**src/rtl/seg7_scan_driver.sv**
```systemverilog
// -----------------------------------------------------------------------------
// seg7_scan_driver
//
// Purpose:
//   Drives a common-anode, 4-digit seven-segment display from the tracker's
//   four 5-bit display codes. The four codes (and the overflow flag) are
//   snapshotted together once per full scan, so a refresh always shows one
//   coherent value. The digits are then time-multiplexed one slot at a time.
//   Each slot starts with a short all-anodes-off gap to suppress ghosting.
//
//   Code map: 0-9 are digits, A-F are hex letters, 5'h1F is an underscore,
//   and 5'h10..5'h1E are blank. The digit-0 decimal point lights when the
//   step count has overflowed (si = 1).
//
// Parameters:
//   REFRESH_DIV  - sys_clk cycles per digit slot (>= 2)
//   BLANK_CYCLES - all-anodes-off cycles at the start of each slot
//                  (< REFRESH_DIV)
//   LZB          - 1 enables leading-zero blanking on digits 3..1
//
// Ports:
//   sys_clk   in   1  system clock
//   reset     in   1  asynchronous, active-high reset
//   bcd3..0   in   5  display codes, bcd3 = leftmost digit
//   si        in   1  overflow flag (digit-0 decimal point)
//   an        out  4  anode enables, active-low, an[0] = rightmost digit
//   seg       out  7  segments, active-low, {g,f,e,d,c,b,a}
//   dp        out  1  decimal point, active-low
// -----------------------------------------------------------------------------
module seg7_scan_driver #(
  parameter int REFRESH_DIV  = 100000,
  parameter int BLANK_CYCLES = 2,
  parameter bit LZB          = 1'b0
) (
  input  logic       sys_clk,
  input  logic       reset,
  input  logic [4:0] bcd3,
  input  logic [4:0] bcd2,
  input  logic [4:0] bcd1,
  input  logic [4:0] bcd0,
  input  logic       si,
  output logic [3:0] an,
  output logic [6:0] seg,
  output logic       dp
);

  localparam int             PW        = (REFRESH_DIV > 2) ? $clog2(REFRESH_DIV) : 1;
  localparam logic [PW-1:0]  PRE_LAST  = PW'(REFRESH_DIV - 1);
  localparam logic [PW-1:0]  BLANK_LIM = PW'(BLANK_CYCLES);
  localparam logic [4:0]     CODE_BLANK = 5'h10;
  localparam logic [6:0]     SEG_BLANK  = 7'h7F;

  // Segment pattern for one 5-bit code, active-low {g,f,e,d,c,b,a}.
  function automatic logic [6:0] f_decode(input logic [4:0] code);
    logic [6:0] pattern;
    case (code)
      5'h00:   pattern = 7'h40;
      5'h01:   pattern = 7'h79;
      5'h02:   pattern = 7'h24;
      5'h03:   pattern = 7'h30;
      5'h04:   pattern = 7'h19;
      5'h05:   pattern = 7'h12;
      5'h06:   pattern = 7'h02;
      5'h07:   pattern = 7'h78;
      5'h08:   pattern = 7'h00;
      5'h09:   pattern = 7'h10;
      5'h0A:   pattern = 7'h08;
      5'h0B:   pattern = 7'h03;
      5'h0C:   pattern = 7'h46;
      5'h0D:   pattern = 7'h21;
      5'h0E:   pattern = 7'h06;
      5'h0F:   pattern = 7'h0E;
      5'h1F:   pattern = 7'h77;    // underscore: segment d only
      default: pattern = SEG_BLANK; // 5'h10..5'h1E
    endcase
    return pattern;
  endfunction

  // ---------------------------------------------------------------------------
  // Slot timing: prescaler, slot tick, and scan index
  // ---------------------------------------------------------------------------
  logic [PW-1:0] r_prescaler;
  logic [1:0]    r_idx;
  logic          r_primed;
  logic          w_tick;
  logic          w_take_snap;

  assign w_tick = (r_prescaler == PRE_LAST);

  // Snapshot at the end of the digit-3 slot, so the next scan starts coherent.
  // Also snapshot once right after reset, so the first scan shows live data
  // rather than waiting a whole blank scan.
  assign w_take_snap = (w_tick && (r_idx == 2'd3)) || !r_primed;

  // NOTE: Clocked state uses non-blocking assignments so that every register
  // samples the pre-edge values of the others, independent of statement order.
  always_ff @(posedge sys_clk or posedge reset) begin
    if (reset) begin
      r_prescaler <= '0;
      r_idx       <= 2'd0;
      r_primed    <= 1'b0;
    end else begin
      r_prescaler <= w_tick ? '0 : r_prescaler + PW'(1);
      if (w_tick) begin
        r_idx <= r_idx + 2'd1;
      end
      r_primed <= 1'b1;
    end
  end

  // ---------------------------------------------------------------------------
  // Snapshot of the four codes and the overflow flag
  // ---------------------------------------------------------------------------
  logic [4:0] r_snap [4];
  logic       r_si_snap;

  // NOTE: The four snapshot entries are reset explicitly. The display must
  // come up blank, and there are only four small registers, so this is not
  // a RAM that can be left uninitialised.
  always_ff @(posedge sys_clk or posedge reset) begin
    if (reset) begin
      for (int d = 0; d < 4; d++) begin
        r_snap[d] <= CODE_BLANK;
      end
      r_si_snap <= 1'b0;
    end else if (w_take_snap) begin
      r_snap[3] <= bcd3;
      r_snap[2] <= bcd2;
      r_snap[1] <= bcd1;
      r_snap[0] <= bcd0;
      r_si_snap <= si;
    end
  end

  // ---------------------------------------------------------------------------
  // Next-output logic
  // ---------------------------------------------------------------------------
  logic [4:0] w_code;
  logic [3:0] w_lz_blank;
  logic [6:0] w_seg_next;
  logic [3:0] w_an_next;
  logic       w_dp_next;

  // NOTE: Every signal written here gets a default before any conditional
  // logic, so no path leaves a value held and no latch is inferred.
  always_comb begin
    w_code     = r_snap[r_idx];
    w_lz_blank = 4'b0000;
    w_seg_next = SEG_BLANK;
    w_an_next  = 4'hF;
    w_dp_next  = 1'b1;

    // Leading-zero blanking only extends through an unbroken run of literal
    // zeros from the left. Any hex, underscore or blank code ends the run.
    // Digit 0 is never blanked, so "0" still shows as a zero.
    if (LZB) begin
      w_lz_blank[3] = (r_snap[3] == 5'h00);
      w_lz_blank[2] = w_lz_blank[3] && (r_snap[2] == 5'h00);
      w_lz_blank[1] = w_lz_blank[2] && (r_snap[1] == 5'h00);
    end

    w_seg_next = w_lz_blank[r_idx] ? SEG_BLANK : f_decode(w_code);

    // The anti-ghosting gap at the start of each slot lets the segment lines
    // settle before the new anode turns on.
    if (r_prescaler >= BLANK_LIM) begin
      w_an_next = ~(4'b0001 << r_idx);
    end

    w_dp_next = ~((r_idx == 2'd0) && r_si_snap);
  end

  // ---------------------------------------------------------------------------
  // Registered outputs: glitch-free pad drive, one cycle behind the scan state
  // ---------------------------------------------------------------------------
  always_ff @(posedge sys_clk or posedge reset) begin
    if (reset) begin
      an  <= 4'hF;
      seg <= SEG_BLANK;
      dp  <= 1'b1;
    end else begin
      an  <= w_an_next;
      seg <= w_seg_next;
      dp  <= w_dp_next;
    end
  end

endmodule

```
**config.mk**
```make
export PLATFORM = sky130hd
export DESIGN_NAME = seg7_scan_driver
export DESIGN_NICKNAME = d
export VERILOG_FILES = /design/src/rtl/seg7_scan_driver.sv
export SDC_FILE = /design/constraint.sdc
export NUM_CORES = 1
export LEC_CHECK = 0
export ABC_CLOCK_PERIOD_IN_PS = 2840
export BUFFER_PORTS_ARGS = -buffer_cell sky130_fd_sc_hd__clkbuf_2
export CORE_ASPECT_RATIO = 1.1
export CORE_MARGIN = 4
export CORE_UTILIZATION = 55
export CTS_BUF_LIST = sky130_fd_sc_hd__clkbuf_4
export CTS_CLUSTER_SIZE = 40
export DETAILED_ROUTE_END_ITERATION = 10
export GPL_ROUTABILITY_DRIVEN = 0
export GPL_TIMING_DRIVEN = 0
export PLACE_DENSITY = 0.77
export RECOVER_POWER = 25
export SYNTH_ARGS = -nofsm -noshare
export SYNTH_HDL_FRONTEND = slang
export SYNTH_SLANG_ARGS = --single-unit
```
**constraint.sdc**
```tcl
create_clock -name sys_clk -period 2.84 [get_ports sys_clk]
set_input_delay 0.852 -clock sys_clk [delete_from_list [all_inputs] [get_ports sys_clk]]
set_output_delay 0.852 -clock sys_clk [all_outputs]
set_load 0.01 [all_outputs]
```
==> results.md, run 1 <==
- Clock Power Share: 0.236
- Final Hold Vio Count: 0
- Syn_nets: 243
- CP startpoint kind: flip-flop
- Initial Util: 0.5839
- Sequential share of the synthesized area: 0.5191
- Arrival time at the worst endpoint: 2310 ps
- Synth top area share: 0.3570
- Antenna Violating Nets Remaining: 0
- Drt pass-1 iters: 4
- Fill cell total of the finished layout: 357
- Max Cap Violations: 0
- Worst R2R Start: r_idx[0]$_DFFE_PP0N_
- Post-synth design cell area: 0.002594 mm2
- Slew @ Worst Pin: 864.9 ps
- Die height: 80.03 um
- Max Root-Sink Buffers: 2
- Simple-gate portion of the synthesized area: 0.1225
- Nets: 285
- Synth Flop Type: dfrtp_1
- Worst min-delay path class: reg2reg
- Clk slew on worst S/H paths: 140 ps
- Clock sinks: 53
- Clock skew: 15.89 ps
- Row cnt: 25
- CTS Root Cell: clkbuf_4
- Cells after Synth: 207
- Outcome: completed
- Switch share: 0.2521
- Yosys warns: 0
- Crit path kind: reg2reg
- Pin count of the biggest net entering global routing: 37
- Setup slack, reg-to-reg: 780 ps
- DIE AREA: 0.005880 mm2
- Maximum vdd ir drop: 336.8 uV
- CP endpoint kind: flip-flop
- Final TNS setup: 0 ps
- Pins Over Slew Limit: 0
- Largest cells by area after synthesis: dfrtp_1 36%, dfstp_2 16%, mux2_2 10%, ha_1 6.3%, mux4_2 4.3%
- Clock Latency Late Sink: 360 ps
- Yosys top cell by area: dfrtp_1
- P_sw: 339.0 uW
- Worst R2R End: seg[5]$_DFF_PP1_
- Netlist cell types: 45
- # diodes: 0
- Tmin final: 2059 ps
- Layout cells sized above 1: 0.3920
- Vias in the first global route: 1,663
- Area Growth Syn to Fin: 11.48%
- Fin crit share: 0.7249
- Worst setup path startpoint: r_idx[0]$_DFFE_PP0N_
- Placed wire-length estimate: 3.228 mm
- Adder-cell area share of the yosys netlist: 0.06271
- Power Density: 464.9 mW/mm2
- Iter 0 DRT Violations: 164
- Synth async-reset ratio: 1.000
- Leakage Power: 1.337 nW
- Routed len/inst: 14.32 um
- Post-Place Cell Area: 0.002851 mm2
- Die W: 73.48 um
- Post-synth EDFFs: 0
- FF-to-FF path depth: 7
- Post-CTS setup buffers: 0
- Flop pwr share: 0.624
- Multi-input gate area: 0.001162 mm2
- RSZ-0062 raised after global routing: no
- Fmax: 485.7 MHz
- Gr ovfl total: 0
- Mux cell area share after synthesis: 0.1592
- CP Max Fanout: 6
- Sequential cell area: 0.001346 mm2
- Core ar.: 0.004442 mm2
- CTS H-tree depth: 2
- # setup viols final: 0
- Drt via density: 5.510
- XOR/XNOR Fraction of Synth Area: 0.04727
- Port buffer count: 34
- Io pins: 35
- Crit path capture: seg[5]$_DFF_PP1_
- Relative slew slack: 0.4234
- GRT Util Overall: 0.1659
- First-pass GRT wire length: 7.465 mm
- CTS resizes: 0
- Comb pwr share: 0.140
- Top-count cell post-synth: dfrtp_1
- Antenna violations before repair: 0
- Int Pwr: 1.005 mW
- Design area: 0.002892 mm2
- Routed WL: 4.352 mm
- CTS buffer count: 5
- Synth Area in Compound Gates: 0.05499
- Synth top cells by count: 37 x dfrtp_1, 23 x mux2_2, 16 x dfstp_2, 16 x nand2_1, 15 x nor2_1
- Syn Area/Cell: 12.53 um2
- # DRC: 0
- CTS tree: built
- Main combinational cell family by area after synthesis: multiplexers
- Via count: 1,675
- Hold-fix buffers at CTS: 0
- Worst endpoint required time: 3090 ps
- Yosys reg bits: 53
-- critical path: stages (launching register included) --
cell and delay (ps):
dfrtp_1 420, buf_6 160, mux4_2 600, inv_1 160, ha_1 250, mux2_2 180
nand2_1 40, o311ai_0 130
-- per-stage QoR --
| stage | total power [mW] | instances | hold slack (ps) | setup WS (ps) | utilization |
|---|---|---|---|---|---|
| global placement | 1.036 | 295 | 383.8 | 128.1 | 0.6375 |
| global route | 1.427 | 304 | 435.1 | 600.9 | 0.6510 |
| finish | 1.344 | 304 | 400.9 | 781.2 | 0.6510 |
| CTS | 1.371 | 304 | 414.0 | 779.3 | 0.6544 |
| floorplan | 0.9809 | 207 | 371.6 | 728.3 | - |
| detailed placement | 1.046 | 296 | 385.3 | 801.2 | 0.6420 |
-- placed cells by master, fill, tap and decap left out, types with 2 or more instances in the layout --
master / synthesis / routed
mux4_2: 5 / 5
o21ai_0: 3 / 3
inv_1: 8 / 8
nor2_1: 15 / 15
xor2_1: 10 / 10
nand2b_1: 2 / 2
buf_2: 2 / 2
nor3_1: 3 / 3
o31ai_1: 3 / 3
mux2i_1: 3 / 3
nor4_1: 3 / 3
ha_1: 13 / 13
dfstp_2: 16 / 16
dfrtp_1: 37 / 37
nand2_1: 16 / 16
buf_6: 3 / 3
nand4_1: 5 / 5
clkbuf_4: 0 / 5
a21oi_1: 4 / 4
nand3_1: 5 / 5
xnor2_1: 4 / 4
mux2_2: 23 / 23
clkbuf_2: 0 / 35
-- cells by family after synthesis --
group                    Yosys count
AO/OA/AOI/OAI                     18
XOR/XNOR                          14
adder cells (fa/ha/maj)           13
buffers and inverters             15
flip-flops                        53
multiplexers                      32
other                              1
AND/OR/NAND/NOR                   61
-- layout make-up --
| type | instances | share of cell area |
|---|---|---|
| Sequential cell | 53 | 0.4656 |
| Multi-Input combinational cell | 139 | 0.4020 |
| Timing Repair Buffer | 35 | 0.06058 |
| Tap cell | 54 | 0.02337 |
| Buffer | 7 | 0.01904 |
| Clock buffer | 5 | 0.01298 |
| Inverter | 8 | 0.01039 |
| Clock inverter | 3 | 0.006058 |
-- power groups by stage --
stage / registers [mW] / logic, mW / clock network, mW
floorplan: 0.858 / 0.123 / 0
global route: 0.846 / 0.210 / 0.371
global placement: 0.851 / 0.185 / 0
CTS: 0.840 / 0.193 / 0.338
detailed placement: 0.854 / 0.192 / 0
finish: 0.839 / 0.188 / 0.318
-- metal layers --
layer | global-route usage | routed length [um] | part of all wire | vias to the layer above
li1 | - | - | - | 811
met1 | 0.2152 | 2009 | 0.46 | 820
met2 | 0.2704 | 2087 | 0.48 | 36
met3 | 0.03149 | 180 | 0.041 | 8
met4 | 0.06703 | 74 | 0.017 | 0
met5 | 0 | 0 | 0 | -
-- sequential cells by signal, summed over array words and instances (netlist names) --
register	flops
r_prescaler	17
r_idx	2
an	4
r_snap	20
seg	7
r_primed	1
dp	1
r_si_snap	1
-- how the worst min path moves through the flow --
stage | endpoint | depth (start not counted) | start
global route | dp$_DFF_PP1_ | 1 | r_si_snap$_DFFE_PP0P_
global placement | dp$_DFF_PP1_ | 1 | r_si_snap$_DFFE_PP0P_
floorplan | dp$_DFF_PP1_ | 1 | r_si_snap$_DFFE_PP0P_
detailed placement | dp$_DFF_PP1_ | 1 | r_si_snap$_DFFE_PP0P_
CTS | r_si_snap$_DFFE_PP0P_ | 2 | reset
finish | dp$_DFF_PP1_ | 1 | r_si_snap$_DFFE_PP0P_
No activity file was read; power rests on OpenSTA's default activity.
==> inputs of run 2 (changes only) <==
Settings changed: ABC_CLOCK_PERIOD_IN_PS 2840 to 2100.
Clock period 2.84 ns to 2.1 ns, I/O delays scaled along.
==> results.md, run 2 (same netlist as run 1, synthesis figures left out) <==
- Clk slew on worst S/H paths: 150 ps
- Gr ovfl total: 0
- Worst setup path startpoint: r_idx[0]$_DFFE_PP0N_
- Final Hold Vio Count: 0
- Antenna violations before repair: 0
- Critical path's top delay family: multiplexers
- Clock Latency Late Sink: 360 ps
- Leakage Power: 1.379 nW
- Area Growth Syn to Fin: 13.99%
- FF-to-FF path depth: 7
- Die height: 80.03 um
- Nets: 291
- CP endpoint kind: flip-flop
- Via count: 1,701
- Power Density: 620.9 mW/mm2
- Relative slew slack: 0.4269
- Overall Power: 1.836 mW
- Buf/Inv on CP: 2
- CTS tree: built
- Max Cap Violations: 0
- Slew @ Worst Pin: 859.7 ps
- Iter 0 DRT Violations: 119
- Most frequent cells in the layout: 37 x dfrtp_1, 35 x clkbuf_2, 23 x mux2_2
- CTS H-tree depth: 2
- Largest register by flop count: r_snap
- CTS buffer count: 5
- Vias in the first global route: 1,663
- Fin crit share: 0.9503
- # setup viols final: 0
- Drt via density: 5.487
- Max Root-Sink Buffers: 2
- Pins Over Slew Limit: 0
- Tmin final: 1996 ps
- # diodes: 0
- Die W: 73.48 um
- Max reg flops: 20
- Drt pass-1 iters: 4
- Design area: 0.002957 mm2
- Core ar.: 0.004442 mm2
- Non-Filler Instances: 310
- Setup slack, reg-to-reg: 100 ps
- Io pins: 35
- Crit path kind: reg2reg
- Largest registers: r_snap: 20 flops, r_prescaler: 17 flops, seg: 7 flops
- Fmax: 501.1 MHz
- Antenna Violating Nets Remaining: 0
- GRT Util Overall: 0.1659
- Port buffer count: 34
- Worst hold margin: 292.0 ps
- Clock skew: 15.68 ps
- Worst R2R Start: r_idx[0]$_DFFE_PP0N_
- Worst min-delay path class: in2async
- DIE AREA: 0.005880 mm2
- Worst R2R End: seg[3]$_DFF_PP1_
- CTS Root Cell: clkbuf_4
- Commonest non-fill, non-tap cell in the layout: dfrtp_1
- Layout cells sized above 1: 0.4297
- Placed wire-length estimate: 3.228 mm
- Final TNS setup: 0 ps
- Arrival time at the worst endpoint: 2300 ps
- Final core utilization: 0.6656
- Minimum setup slack after placement: 61.24 ps
- Initial Util: 0.5839
- Crit path cell chain: buf_6, mux4_2, inv_2, ha_1, nor2_2, o31ai_1, a21oi_1
- # DRC: 0
- CP max stage cell: mux4_2
- Routed len/inst: 14.36 um
- CP startpoint kind: flip-flop
- Row cnt: 25
- Maximum vdd ir drop: 456.9 uV
- Pin count of the biggest net entering global routing: 37
- Outcome: completed
- CP max stage delay: 600 ps
- Clock sinks: 53
- Post-Place Cell Area: 0.002851 mm2
- First-pass GRT wire length: 7.465 mm
- Routed WL: 4.453 mm
- Worst endpoint required time: 2400 ps
- Setup WS post-layout: 104.4 ps
- Post-Place Cells: 296
- CP Max Fanout: 6
==> run 2: worst max-delay path by stage <==
stage	end	cells after the start
floorplan	r_idx[0]$_DFFE_PP0N_	1
global placement	r_snap[1]$_DFFE_PP0P_	2
detailed placement	r_idx[1]$_DFFE_PP0N_	4
CTS	r_idx[1]$_DFFE_PP0N_	4
global route	r_snap[5]$_DFFE_PP0P_	5
finish	seg[3]$_DFF_PP1_	7
==> run 2: what timing repair did <==
action,4_1_cts,5_1_grt
setup buffers,0,6
gates resized for setup,0,7
hold buffers,0,0
setup endpoints to repair,0,25
==> run 2: layout make-up <==
type	instances	area, um2
tap	54	67.56
timing repair buffer	41	220.2
clock inverter	3	17.52
sequential	53	1346
inverter	8	30.03
multi-input combinational	139	1182
clock buffer	5	37.54
buffer	7	55.05
fill	350	1485
==> run 2: per-layer routing <==
layer | wire length, um | track usage
met1 | 2056 | 0.2152
met2 | 2138 | 0.2704
met3 | 180 | 0.03149
met4 | 77 | 0.06703
met5 | 0 | 0
==> run 2: power by group <==
part / total (mW) / internal, mW / leakage [nW] / switching [mW]
Clock: 0.431 / 0.128 / 0.0326 / 0.303
Combinational: 0.270 / 0.135 / 0.717 / 0.136
Sequential: 1.13 / 1.11 / 0.630 / 0.0269
Total: 1.84 / 1.37 / 1.38 / 0.465
==> inputs of run 3 (changes only) <==
Settings changed: SETUP_SLACK_MARGIN set to 0.3, SKIP_CTS_REPAIR_TIMING set to 1.
==> results.md, run 3 (same netlist as run 1, synthesis figures left out) <==
- Vias in the first global route: 1,718
- Drt via density: 5.623
- Placed wire-length estimate: 3.261 mm
- Leakage Power: 1.614 nW
- Final TNS setup: 0 ps
- Via count: 1,850
- # DRC: 0
- Pin count of the biggest net entering global routing: 54
- Maximum vdd ir drop: 639.0 uV
- Routed WL: 5.774 mm
- Initial Util: 0.5839
- Core ar.: 0.004442 mm2
- Critical path's top delay family: multiplexers
- First-pass GRT wire length: 7.583 mm
- Max Root-Sink Buffers: 2
- GRT Util Overall: 0.1660
- Area Growth Syn to Fin: 32.27%
- Antenna violations before repair: 0
- Clk slew on worst S/H paths: 150 ps
- Overall Power: 2.159 mW
- CP max stage cell: mux4_2
- Slew @ Worst Pin: 1048 ps
- Critical Path Most Common Cell: buf_6
- Fill cell total of the finished layout: 263
- Antenna Violating Nets Remaining: 0
- CP Depth: 6
- CP endpoint kind: flip-flop
- Worst min-delay path class: reg2reg
- Die height: 80.03 um
- CTS Root Cell: clkbuf_4
- Layout cells sized above 1: 0.5345
- Hold path start: r_si_snap$_DFFE_PP0P_
- Outcome: completed
- Io pins: 35
- CP startpoint kind: flip-flop
- RSZ-0062 raised after global routing: yes
- Largest registers: r_snap: 20 flops, r_prescaler: 17 flops, seg: 7 flops
- Nets: 310
- Arrival time at the worst endpoint: 2350 ps
- FF-to-FF path depth: 6
- Pins Over Slew Limit: 0
- CTS buffer count: 5
- Fmax: 491.6 MHz
- Commonest non-fill, non-tap cell in the layout: dfrtp_1
- Max Cap Violations: 0
- Drt pass-1 iters: 4
- Hold Path Cell Cnt: 1
- CP max stage delay: 610 ps
- Post-Place Cells: 295
- Buf/Inv on CP: 2
- # diodes: 0
- Fin crit share: 0.9687
- Relative slew slack: 0.2995
- Crit path cell chain: buf_6, mux4_2, buf_6, ha_4, a2111oi_4, a21oi_1
- CP Max Fanout: 4
- Crit path kind: reg2reg
- Gr ovfl total: 0
- Tmin final: 2034 ps
- CTS tree: built
- Worst R2R Start: r_idx[0]$_DFFE_PP0N_
- Non-Filler Instances: 329
- Row cnt: 25
- CTS H-tree depth: 2
- Clock skew: 11.17 ps
- Final Hold Vio Count: 0
- DIE AREA: 0.005880 mm2
- Die W: 73.48 um
- Most frequent cells in the layout: 34 x dfrtp_1, 33 x clkbuf_2, 21 x mux2_4
- Largest register by flop count: r_snap
- Power Density: 629.4 mW/mm2
- Clock sinks: 53
- Port buffer count: 34
- Worst setup path startpoint: r_idx[0]$_DFFE_PP0N_
- Clock Latency Late Sink: 370 ps
- Routed len/inst: 17.55 um
- # setup viols final: 0
- Max reg flops: 20
- Worst endpoint required time: 2410 ps
- Iter 0 DRT Violations: 109
==> run 3: layout make-up <==
type | count | area [um2] | share of cell area
Tap cell | 54 | 67.56 | 0.01969
Buffer | 7 | 80.08 | 0.02334
Timing Repair Buffer | 60 | 407.9 | 0.1189
Inverter | 8 | 38.79 | 0.01131
Clock buffer | 6 | 45.04 | 0.01313
Multi-Input combinational cell | 139 | 1403 | 0.4088
Clock inverter | 2 | 38.79 | 0.01131
Sequential cell | 53 | 1350 | 0.3935
==> run 3: per-stage QoR <==
stage	hold slack [ps]	instance area, um2	utilization	setup WS, ps
finish	415.6	3431	0.7724	65.78
global route	426.4	3431	0.7724	12.43
CTS	408.5	2934	0.6606	30.81
detailed placement	388.3	2850	0.6417	62.82
global placement	382.1	2850	0.6417	67.85
floorplan	371.6	2613	-	269.0
==> run 3: routing by layer <==
metal,vias to the layer above,part of all wire,global-route usage
li1,858,-,-
met5,-,0,0
met1,927,0.42,0.2220
met4,0,0.026,0.05072
met2,49,0.51,0.2651
met3,16,0.041,0.04030
==> run 3: path summary, 6_finish.rpt <==
| check | slack, ps | end |
|---|---|---|
| max | 70 | seg[3]$_DFF_PP1_ |
| min | 420 | dp$_DFF_PP1_ |
| max reg2reg | 70 | seg[3]$_DFF_PP1_ |
| min reg2reg | 420 | dp$_DFF_PP1_ |
| max in group asynchronous | 1020 | r_prescaler[6]$_DFF_PP0_ |
| min in group asynchronous | 470 | r_si_snap$_DFFE_PP0P_ |
==> run 3: power breakdown <==
group | total, mW | internal [mW] | leakage (nW) | switching (mW)
registers | 1.14 | 1.11 | 0.626 | 0.0306
logic | 0.428 | 0.232 | 0.942 | 0.196
clock network | 0.593 | 0.267 | 0.0459 | 0.326
